$ cat src/rtl/rom_dl_sender.sv
// Streams a byte source into the 16-bit ioctl download bus: packs byte pairs
// little-endian, strobes ioctl_wr per word and honours the receiver's wait.
module rom_dl_sender #(
  parameter int ADDR_W = 25
) (
  input  logic              clk_sys,
  input  logic              reset_n,
  input  logic              start,
  input  logic              abort,
  input  logic [ADDR_W-1:0] length,
  input  logic              src_valid,
  input  logic [7:0]        src_data,
  output logic              src_ready,
  input  logic              ioctl_wait,
  output logic              ioctl_download,
  output logic              ioctl_wr,
  output logic [ADDR_W-1:0] ioctl_addr,
  output logic [15:0]       ioctl_dout,
  output logic              busy,
  output logic              done,
  output logic              aborted
);

  typedef enum logic [2:0] {
    IDLE, FILL_LO, FILL_HI, SEND, GUARD, HOLD, FINISH
  } state_t;

  state_t            state;
  logic [ADDR_W-1:0] remaining;

  always_ff @(posedge clk_sys or negedge reset_n) begin
    if (!reset_n) begin
      state          <= IDLE;
      remaining      <= '0;
      src_ready      <= 1'b0;
      ioctl_download <= 1'b0;
      ioctl_wr       <= 1'b0;
      ioctl_addr     <= '0;
      ioctl_dout     <= '0;
      busy           <= 1'b0;
      done           <= 1'b0;
      aborted        <= 1'b0;
    end else begin
      ioctl_wr <= 1'b0;
      done     <= 1'b0;
      aborted  <= 1'b0;
      // Abort outranks every other event once a transfer is under way.
      if (state != IDLE && abort) begin
        state          <= IDLE;
        src_ready      <= 1'b0;
        ioctl_download <= 1'b0;
        busy           <= 1'b0;
        aborted        <= 1'b1;
      end else begin
        case (state)
          IDLE: begin
            if (start) begin
              if (length != '0) begin
                remaining      <= length;
                ioctl_addr     <= '0;
                ioctl_download <= 1'b1;
                busy           <= 1'b1;
                src_ready      <= 1'b1;
                state          <= FILL_LO;
              end else begin
                done <= 1'b1;
              end
            end
          end
          FILL_LO: begin
            if (src_valid) begin
              ioctl_dout[7:0] <= src_data;
              remaining       <= remaining - ADDR_W'(1);
              if (remaining > ADDR_W'(1)) begin
                state <= FILL_HI;
              end else begin
                // Odd length: pad the upper byte of the final word.
                ioctl_dout[15:8] <= 8'hFF;
                src_ready        <= 1'b0;
                ioctl_wr         <= 1'b1;
                state            <= SEND;
              end
            end
          end
          FILL_HI: begin
            if (src_valid) begin
              ioctl_dout[15:8] <= src_data;
              remaining        <= remaining - ADDR_W'(1);
              src_ready        <= 1'b0;
              ioctl_wr         <= 1'b1;
              state            <= SEND;
            end
          end
          SEND:  state <= GUARD;
          // The receiver's wait is registered, so it cannot be trusted yet.
          GUARD: state <= HOLD;
          HOLD: begin
            if (!ioctl_wait) begin
              ioctl_addr <= ioctl_addr + ADDR_W'(2);
              if (remaining != '0) begin
                src_ready <= 1'b1;
                state     <= FILL_LO;
              end else begin
                state <= FINISH;
              end
            end
          end
          FINISH: begin
            ioctl_download <= 1'b0;
            busy           <= 1'b0;
            done           <= 1'b1;
            state          <= IDLE;
          end
          default: state <= IDLE;
        endcase
      end
    end
  end

endmodule

$ cat config.mk
export PLATFORM = sky130hd
export DESIGN_NAME = rom_dl_sender
export DESIGN_NICKNAME = d
export VERILOG_FILES = /design/src/rtl/rom_dl_sender.sv
export SDC_FILE = /design/constraint.sdc
export NUM_CORES = 1
export LEC_CHECK = 0
export ABC_AREA = 1
export BUFFER_PORTS_ARGS = -buffer_cell sky130_fd_sc_hd__buf_2
export CAP_MARGIN = 20
export CORE_MARGIN = 4
export CORE_UTILIZATION = 53
export CTS_BUF_LIST = sky130_fd_sc_hd__clkbuf_4 sky130_fd_sc_hd__clkbuf_8
export CTS_CLUSTER_DIAMETER = 50
export CTS_CLUSTER_SIZE = 14
export DETAILED_ROUTE_END_ITERATION = 10
export PLACE_DENSITY = 0.83
export SLEW_MARGIN = 20
export SYNTH_ARGS = -nofsm -noshare
export SYNTH_HDL_FRONTEND = slang
export SYNTH_SLANG_ARGS = --single-unit
$ cat constraint.sdc
create_clock -name clk_sys -period 1.5 [get_ports clk_sys]
set_input_delay 0.15 -clock clk_sys [delete_from_list [all_inputs] [get_ports clk_sys]]
set_output_delay 0.15 -clock clk_sys [all_outputs]
set_load 0.05 [all_outputs]
# Word level (Yosys, flattened, before mapping)
# Cells that the tools add are included.
# totals
input_bits,39
mem_count,0
regBits,74
rom_bits,0
out_inout_bits,47
word_cells,94
latch_bits,0
ramBits,0
# op_classes
n_reduce_logical,18
eq_ne,20
magnitude_cmp,1
bitwise_logic,1
n_shift,0
add_sub_neg,2
n_div,0
mux,42
multipliers,0
# op_table
op,count
two-way mux 25 bit,6
case mux 25 bit (2 select lines),2
nonzero test 25 bit,2
"adder 25 x 2 -> 25 bit, second input constant",1
"> comparator 25 x 1 -> 1 bit, second input constant",1
"subtractor 25 x 1 -> 25 bit, second input constant",1
two-way mux 3 bit,7
"inequality test 3 bit, second input constant",7
AND reduction 5 bit,4
two-way mux 1 bit,18
case mux 3 bit (6 select lines),1
two-way mux 16 bit,1
two-way mux 8 bit,2
case mux 8 bit (2 select lines),1
"inequality test 2 bit, second input constant",6
"== test 3 bit, second input constant",3
AND reduction 8 bit,1
"== test 3 x 2 -> 1 bit, second input constant",2
case mux 1 bit (2 select lines),3
AND reduction 3 bit,2
nonzero test 2 bit,3
nonzero test 3 bit,2
nonzero test 5 bit,1
case mux 1 bit (4 select lines),1
other kinds (6),6

# Logic depth before layout (Yosys ltp)
# Gate-level depths: netlist of run 1.
# logic_depth
depth_word,5
depth_mapped,13

# Least setup slack after synthesis of run 1
# OpenSTA, ideal clock, no wires.
# synth_path
kind,register -> register
from,reg ioctl_addr[1]
to,reg ioctl_addr[17]
n_path_buf,0
arrival_time_ns,1.877
path_slack_ns,-0.460
path_stages_with_launch,9
required_ns,1.417
cell_sequence,dfrtp_1 > ha_1 > nand2_1 > nor2_1 > nand2_1 > nor2_1 > or2_2 > nand3_1 > o21ai_0
# synth_via
elab_chain_cells,3
# synth_lines
element,line_no,text
from (decl),17,"output logic [ADDR_W-1:0] ioctl_addr,"
from (signal assigned),99,ioctl_addr <= ioctl_addr + ADDR_W'(2);
adder 25 x 2 -> 25 bit,99,
two-way mux 25 bit,98,if (!ioctl_wait) begin
case mux 25 bit (2 select lines),55,case (state)
# Every way passes these cells. The select of a mux whose other input is x is not followed.
# A chain may end at the register's enable or synchronous reset.

# Worst setup path after layout of run 1
# layout_path
from,reg remaining[6]
to,reg ioctl_dout[11]
# layout_via
elab_chain_cells,3
# layout_lines
element,line_no,text
from (decl),29,logic [ADDR_W-1:0] remaining;
from (signal assigned),59,remaining <= length;
from (signal assigned),73,remaining <= remaining - ADDR_W'(1);
from (signal assigned),88,remaining <= remaining - ADDR_W'(1);
> comparator 25 x 1 -> 1 bit,74,if (remaining > ADDR_W'(1)) begin
inequality test 2 bit (no source line),--,
AND reduction 5 bit (no source line),--,
to (signal assigned),87,ioctl_dout[15:8] <= src_data;
to (decl),18,"output logic [15:0] ioctl_dout,"
# Every way passes these cells.

==> flow_summary.yaml, run 1 <==
cts:
  ctsHtreeMaxLevel: 3
  numCtsBuffers: 9
  cts-root-buf: "clkbuf_8"
  cts_tree: "yes"
  clk_latency_ps: 380
  cts_max_path_buffers: 2
  clock_sinks: 73
  clk_pin_slew_ps: 90
critical_path:
  crit_path_frequent_cell: "nand3_2"
  path_max_fanout: 8
  reg2reg_from: "remaining[6]$_DFFE_PN0P_"
  timing.rr.end: "ioctl_dout[11]$_DFFE_PN0P_"
  crit_type: "register to register"
  cp.required_ps: 1820
  cp-end-kind: "register"
  crit_path_cell_trace: "nor2_1 -> nand2_1 -> nor2_4 -> nand3_2 -> nand3_4 -> nand2_4 -> inv_8 -> buf_12 -> nand3_2 -> nand2_2"
  critical-path-max-stage-delay_ps: 450
  worstSetupStartpoint: "remaining[6]$_DFFE_PN0P_"
  cp_top_family: "simple AND/OR/NAND/NOR gates"
  ff2ff_path_depth: 10
  cp-endpoint: "ioctl_dout[11]$_DFFE_PN0P_"
  worstPathArrival_ps: 2230
  cp-start-kind: "register"
  rrSetupSlack_ps: -410
  slowest_stage: "dfrtp_1"
  worst-path-buf-inv: 2
  cp.depth: 10
yosys:
  synth_edf_count: 0
  synth_flop_cell: "dfrtp_1"
  yosysUniqueCellTypes: 36
  yosys-top-cells-area: "dfrtp_1 38%, nand2_1 17%, nor2_1 9.4%"
  yosys.area.top_type: "dfrtp_1"
  syn-num-nets: 761
  synth.yosys.warnings: 0
  syn_area_sq_um: 4770
  ys_ff_latch: 73
  async_flop_share: 1.00
  syn_area_per_cell_sq_um: 6.65
  ys_seq_area_frac: 0.383
  yosys.area.top_type_share: 0.383
  synthCells: 718
global_routing:
  grt_first_pass_wirelength_mm: 26.5
  grt_pass1_vias: 5703
  overflow: 0
  antenna_found_initial: 0
  grt_use_total: 0.320
  grt_max_degree: 32
final_layout:
  utilization: 0.823
  nFillCells: 465
  regArea_sq_um: 1860
  multi_input_area_sq_um: 3150
  n_antenna_cell: 0
  syn2layout_area_growth_pct: 51.0
  num-nets-final: 957
  drive_gt1_frac: 0.448
place:
  dp_hpwl_mm: 10.8
  pre_cts_ws_ps: -280
  numPortBuffers: 84
  place_congestion: 1.00
route:
  drtIter0Drc: 751
  drcViolationCount: 0
  drt-wirelength-per-cell_um: 19.3
  drtPass1Iterations: 8
  vias: 6328
  avgViaCountPerCell: 6.16
  final_antenna_net_count: 0
  drt-total-wl_mm: 19.9
timing:
  finalSetupViolations: 72
  worst_slack_ps: -412
  timing.final.crit_share: 1.27
  finalMaxSlewViolations: 0
  max_freq_mhz: 523
  setup_tns_ps: -19520
  clock-skew-final_ps: 8.86
  period_needed_ps: 1910
  finalHoldViolCount: 0
  rsz0062_at_grt: "yes"
floorplanning:
  dieHeight_um: 103
  core_sq_um: 8760
  num_rows: 34
  die_w_um: 103
  dieArea_sq_um: 10600
  ios: 86
  start_util: 0.545
pwr:
  power_switching_mw: 7.94
  ir_drop_mv: 1.87
  p_leak_nw: 3.49
  finalPower_mw: 15.5
  power_frac_seq: 0.216
  p_int_mw: 7.57
  power.share.clock: 0.121
  p_comb_frac: 0.663
  swShare: 0.512
  power.density_nw_per_um2: 2150
run:
  drv_cap: 0
run_status:
  violations: "setup timing"
  status: "finished with violations"
hold_path:
  min_path_type: "input port to register"
[placed cells by master, fill, tap and decap left out, drive strengths merged]
master	instances
o21ai	73
or2	3
clkinv	3
bufinv	2
o31ai	1
buf	198
nor3	14
nand3	57
a31oi	3
nand3b	1
xnor2	6
a21oi	11
nand2	229
mux2i	1
ha	4
dfrtp	73
nor4	1
clkbuf	13
nor2	121
inv	81
xor2	8
nand4	9
and3	1
dlygate4sd3	1
o211ai	4
conb	1
[state kept, by name (all words and copies together), names as in the netlist]
register    flops
aborted         1
busy            1
done            1
ioctl_addr     24
ioctl_dout     16
ioctl_wr        1
remaining      25
src_ready       1
state           3
[synth_stat cells, types with 6 or more instances]
cell type / count
nand2_1: 222
xnor2_1: 6
o21ai_0: 52
xor2_1: 8
nand4_1: 9
nor3_1: 14
o21ai_2: 7
o21ai_1: 14
a21oi_1: 11
nand3_1: 55
nor2_1: 119
buf_2: 7
inv_1: 75
dfrtp_1: 73
[routing by layer]
metal,routed length [um],part of all wire,global-route usage
met1,6780,0.34,0.372
met2,9360,0.47,0.546
met3,2080,0.10,0.0690
met4,1660,0.084,0.179
met5,0,0,0
[worst min-delay path, cell delays in order]
cell	delay, ps
buf_2	100
inv_1	70
o21ai_2	60
[power by group through the flow]
stage | logic [mW] | registers (mW) | clock network (mW)
6_report | 10.3 | 3.35 | 1.88
5_1_grt | 10.7 | 3.36 | 1.96
4_1_cts | 8.18 | 3.13 | 1.85
3_5_place_dp | 7.07 | 3.12 | 0
3_3_place_gp | 6.77 | 3.09 | 0
2_1_floorplan | 3.74 | 3.96 | 0
[area by class of cell]
cell class              instances  share of cell area
clock buffers                   9              0.0172
clock inverters                 7              0.0142
inverters                      79              0.0453
multi-input cells             548               0.437
flip-flops and latches         73               0.257
well taps                     108              0.0187
repair buffers                203               0.210
[what timing repair did]
action / 4_1_cts / 5_1_grt
setup endpoints to repair: 66 / 72
resized for setup: 89 / 134
cloned: 4 / 5
buffers inserted: 11 / 6
hold buffers: 1 / 0
pin swaps: 30 / 33
endpoints found under the hold margin: 23 / 0
[worst min path at each step]
stage,from,endpoint,depth (start not counted),slack [ps]
floorplan,reset_n,aborted$_DFF_PN0_,0,-150
global placement,reset_n,remaining[7]$_DFFE_PN0P_,1,100
detailed placement,reset_n,remaining[6]$_DFFE_PN0P_,1,100
CTS,src_data[7],ioctl_dout[7]$_DFFE_PN0P_,3,40
global route,src_data[0],ioctl_dout[0]$_DFFE_PN0P_,3,40
finish,src_data[4],ioctl_dout[4]$_DFFE_PN0P_,3,40
[per-stage QoR]
step / instances / instance area [sq um] / hold slack, ps
2_1_floorplan: 718 / 4910 / -146
3_3_place_gp: 986 / 6030 / 102
3_5_place_dp: 986 / 6030 / 104
4_1_cts: 1017 / 6640 / 35.8
5_1_grt: 1027 / 7210 / 43.3
6_report: 1027 / 7210 / 40.0
[logic make-up after synthesis]
logic type | after synthesis | synth area share
muxes | 1 | 0.00210
buffers and inverters | 99 | 0.0951
adders and majority gates | 4 | 0.0105
other | 1 | 0.000785
xor gates and xnor gates | 14 | 0.0257
DFF | 73 | 0.383
AOI/OAI and AO/OA | 92 | 0.105
and+or+nand+nor | 434 | 0.378
Power figures use the tool's default switching activity.
==> inputs of run 2 (changes only) <==
- CORE_UTILIZATION: 53 -> 49
- PLACE_DENSITY: 0.83 -> 0.78
- REMOVE_ABC_BUFFERS: default -> 1
==> run 2 against run 1 <==
  * The flow still finishes with violations (setup timing)
  * Maximum frequency is 4.9% higher
  * Sequential power decreased by 3%
  * Utilization is 3.0 points lower
  * Cell area up 3.0%
  * Power increased by 0.13%
  * Sequential share of layout area down 1.1 points
  * Critical path type unchanged
  * Critical endpoint is now remaining[24]$_DFFE_PN0P_
==> flow_summary.yaml, run 2 (synthesis results as in run 1) <==
cts:
  ctsHtreeMaxLevel: 3
  cts_tree: "yes"
  clk_latency_ps: 360
  cts-root-buf: "clkbuf_8"
  clock_sinks: 73
  cts_max_path_buffers: 2
  clk_pin_slew_ps: 90
  numCtsBuffers: 9
run_status:
  violations: "setup timing"
  status: "finished with violations"
critical_path:
  path_max_fanout: 4
  cp-start-kind: "register"
  crit_type: "register to register"
  cp.required_ps: 1740
  worstPathArrival_ps: 2060
  ff2ff_path_depth: 11
  cp-end-kind: "register"
place:
  numPortBuffers: 84
  placedCellCount: 1033
  dp_hpwl_mm: 10.6
  place_congestion: 0.976
timing:
  timing.final.crit_share: 1.21
  clock-skew-final_ps: 9.39
  period_needed_ps: 1820
  max_freq_mhz: 549
  worst_pin_slew_ps: 529
  relSlewSlack: 0.647
  finalHoldViolCount: 0
  worst_slack_ps: -321
  finalMaxSlewViolations: 0
  rsz0062_at_grt: "yes"
  finalSetupViolations: 72
floorplanning:
  num_rows: 35
  start_util: 0.509
  core_sq_um: 9370
  ios: 86
  dieHeight_um: 107
  die_w_um: 107
  dieArea_sq_um: 11400
hold_path:
  min_path_type: "input port to register"
  hold_depth: 3
final_layout:
  drive_gt1_frac: 0.435
  largest_reg_flops: 25
  num-nets-final: 986
  mostFrequentLayoutCells: "168 x nand2_1, 120 x buf_4, 88 x nor2_1, 84 x buf_2, 69 x dfrtp_1"
  top_register: "remaining"
  utilization: 0.792
  instances_no_fill: 1077
  layout_commonest_cell: "nand2_1"
  syn2layout_area_growth_pct: 55.5
  top_regs: "remaining: 25 flops, ioctl_addr: 24 flops, ioctl_dout: 16 flops"
  n_antenna_cell: 0
global_routing:
  grt_max_degree: 32
  grt_pass1_vias: 5308
  overflow: 0
  grt_first_pass_wirelength_mm: 24.6
  antenna_found_initial: 0
  grt_use_total: 0.263
route:
  avgViaCountPerCell: 5.57
  drcViolationCount: 0
  drtPass1Iterations: 7
  drtIter0Drc: 594
  drt-wirelength-per-cell_um: 16.6
  drt-total-wl_mm: 17.9
  vias: 6004
  final_antenna_net_count: 0
pwr:
  power.density_nw_per_um2: 2090
  ir_drop_mv: 1.72
  p_leak_nw: 3.75
  finalPower_mw: 15.5
run:
  drv_cap: 0
==> run 2: power breakdown <==
group	leakage [nW]	switching, mW	total, mW	internal (mW)
clock	0.103	0.878	1.68	0.801
sequential	0.944	0.628	3.24	2.61
combinational	2.70	6.17	10.6	4.43
==> run 2: stage by stage <==
step	setup WS [ps]	cell area (sq um)	hold WS, ps	setup TNS [ps]
floorplan	-658	4620	-146	-21830
global placement	-169	6210	157	-6190
detailed placement	-221	6210	158	-9780
CTS	-187	6700	44.1	-8970
global route	-429	7430	40.4	-21360
finish	-321	7430	45.9	-15480
==> run 2: layout make-up <==
| class | count | area (sq um) |
|---|---|---|
| fillers | 595 | 1950 |
| well taps | 129 | 161 |
| clock buffers | 9 | 124 |
| repair buffers | 233 | 1830 |
| flip-flops and latches | 73 | 1830 |
| inverters | 79 | 312 |
| multi-input cells | 547 | 3080 |
| clock inverters | 7 | 83.8 |
==> run 2: what timing repair did <==
item	4_1_cts	5_1_grt
buffers inserted	7	12
hold endpoints to repair	15	0
resized for setup	61	169
endpoints found under the setup margin	71	72
hold buffers	1	0
pin swaps	16	40
cloned	3	5
==> run 2: metal layers <==
| layer | global-route usage | up-vias | routed length, um |
|---|---|---|---|
| li1 | - | 2737 | - |
| met1 | 0.333 | 2789 | 6660 |
| met2 | 0.458 | 373 | 8860 |
| met3 | 0.0403 | 105 | 1530 |
| met4 | 0.0913 | 0 | 838 |
| met5 | 0 | - | 0 |
==> run 2: worst paths after layout <==
kind | startpoint | end | slack, ps
max | remaining[1]$_DFFE_PN0P_ | remaining[24]$_DFFE_PN0P_ | -320
min | src_data[4] | ioctl_dout[4]$_DFFE_PN0P_ | 50
max reg2reg | remaining[1]$_DFFE_PN0P_ | remaining[24]$_DFFE_PN0P_ | -320
min reg2reg | ioctl_dout[8]$_DFFE_PN0P_ | ioctl_dout[8]$_DFFE_PN0P_ | 490
max in group asynchronous | reset_n | ioctl_dout[15]$_DFFE_PN0P_ | 680
min in group asynchronous | reset_n | ioctl_addr[16]$_DFFE_PN0P_ | 310
==> run 2: critical path: stages, from the launching register on <==
cell	delay (ps)
dfrtp_1	460
inv_4	130
ha_4	160
inv_4	50
nor2_4	80
nand4_1	170
nor2_2	160
nand2_1	70
nand2_1	80
nand3_1	130
nand3_2	120
o21ai_1	80
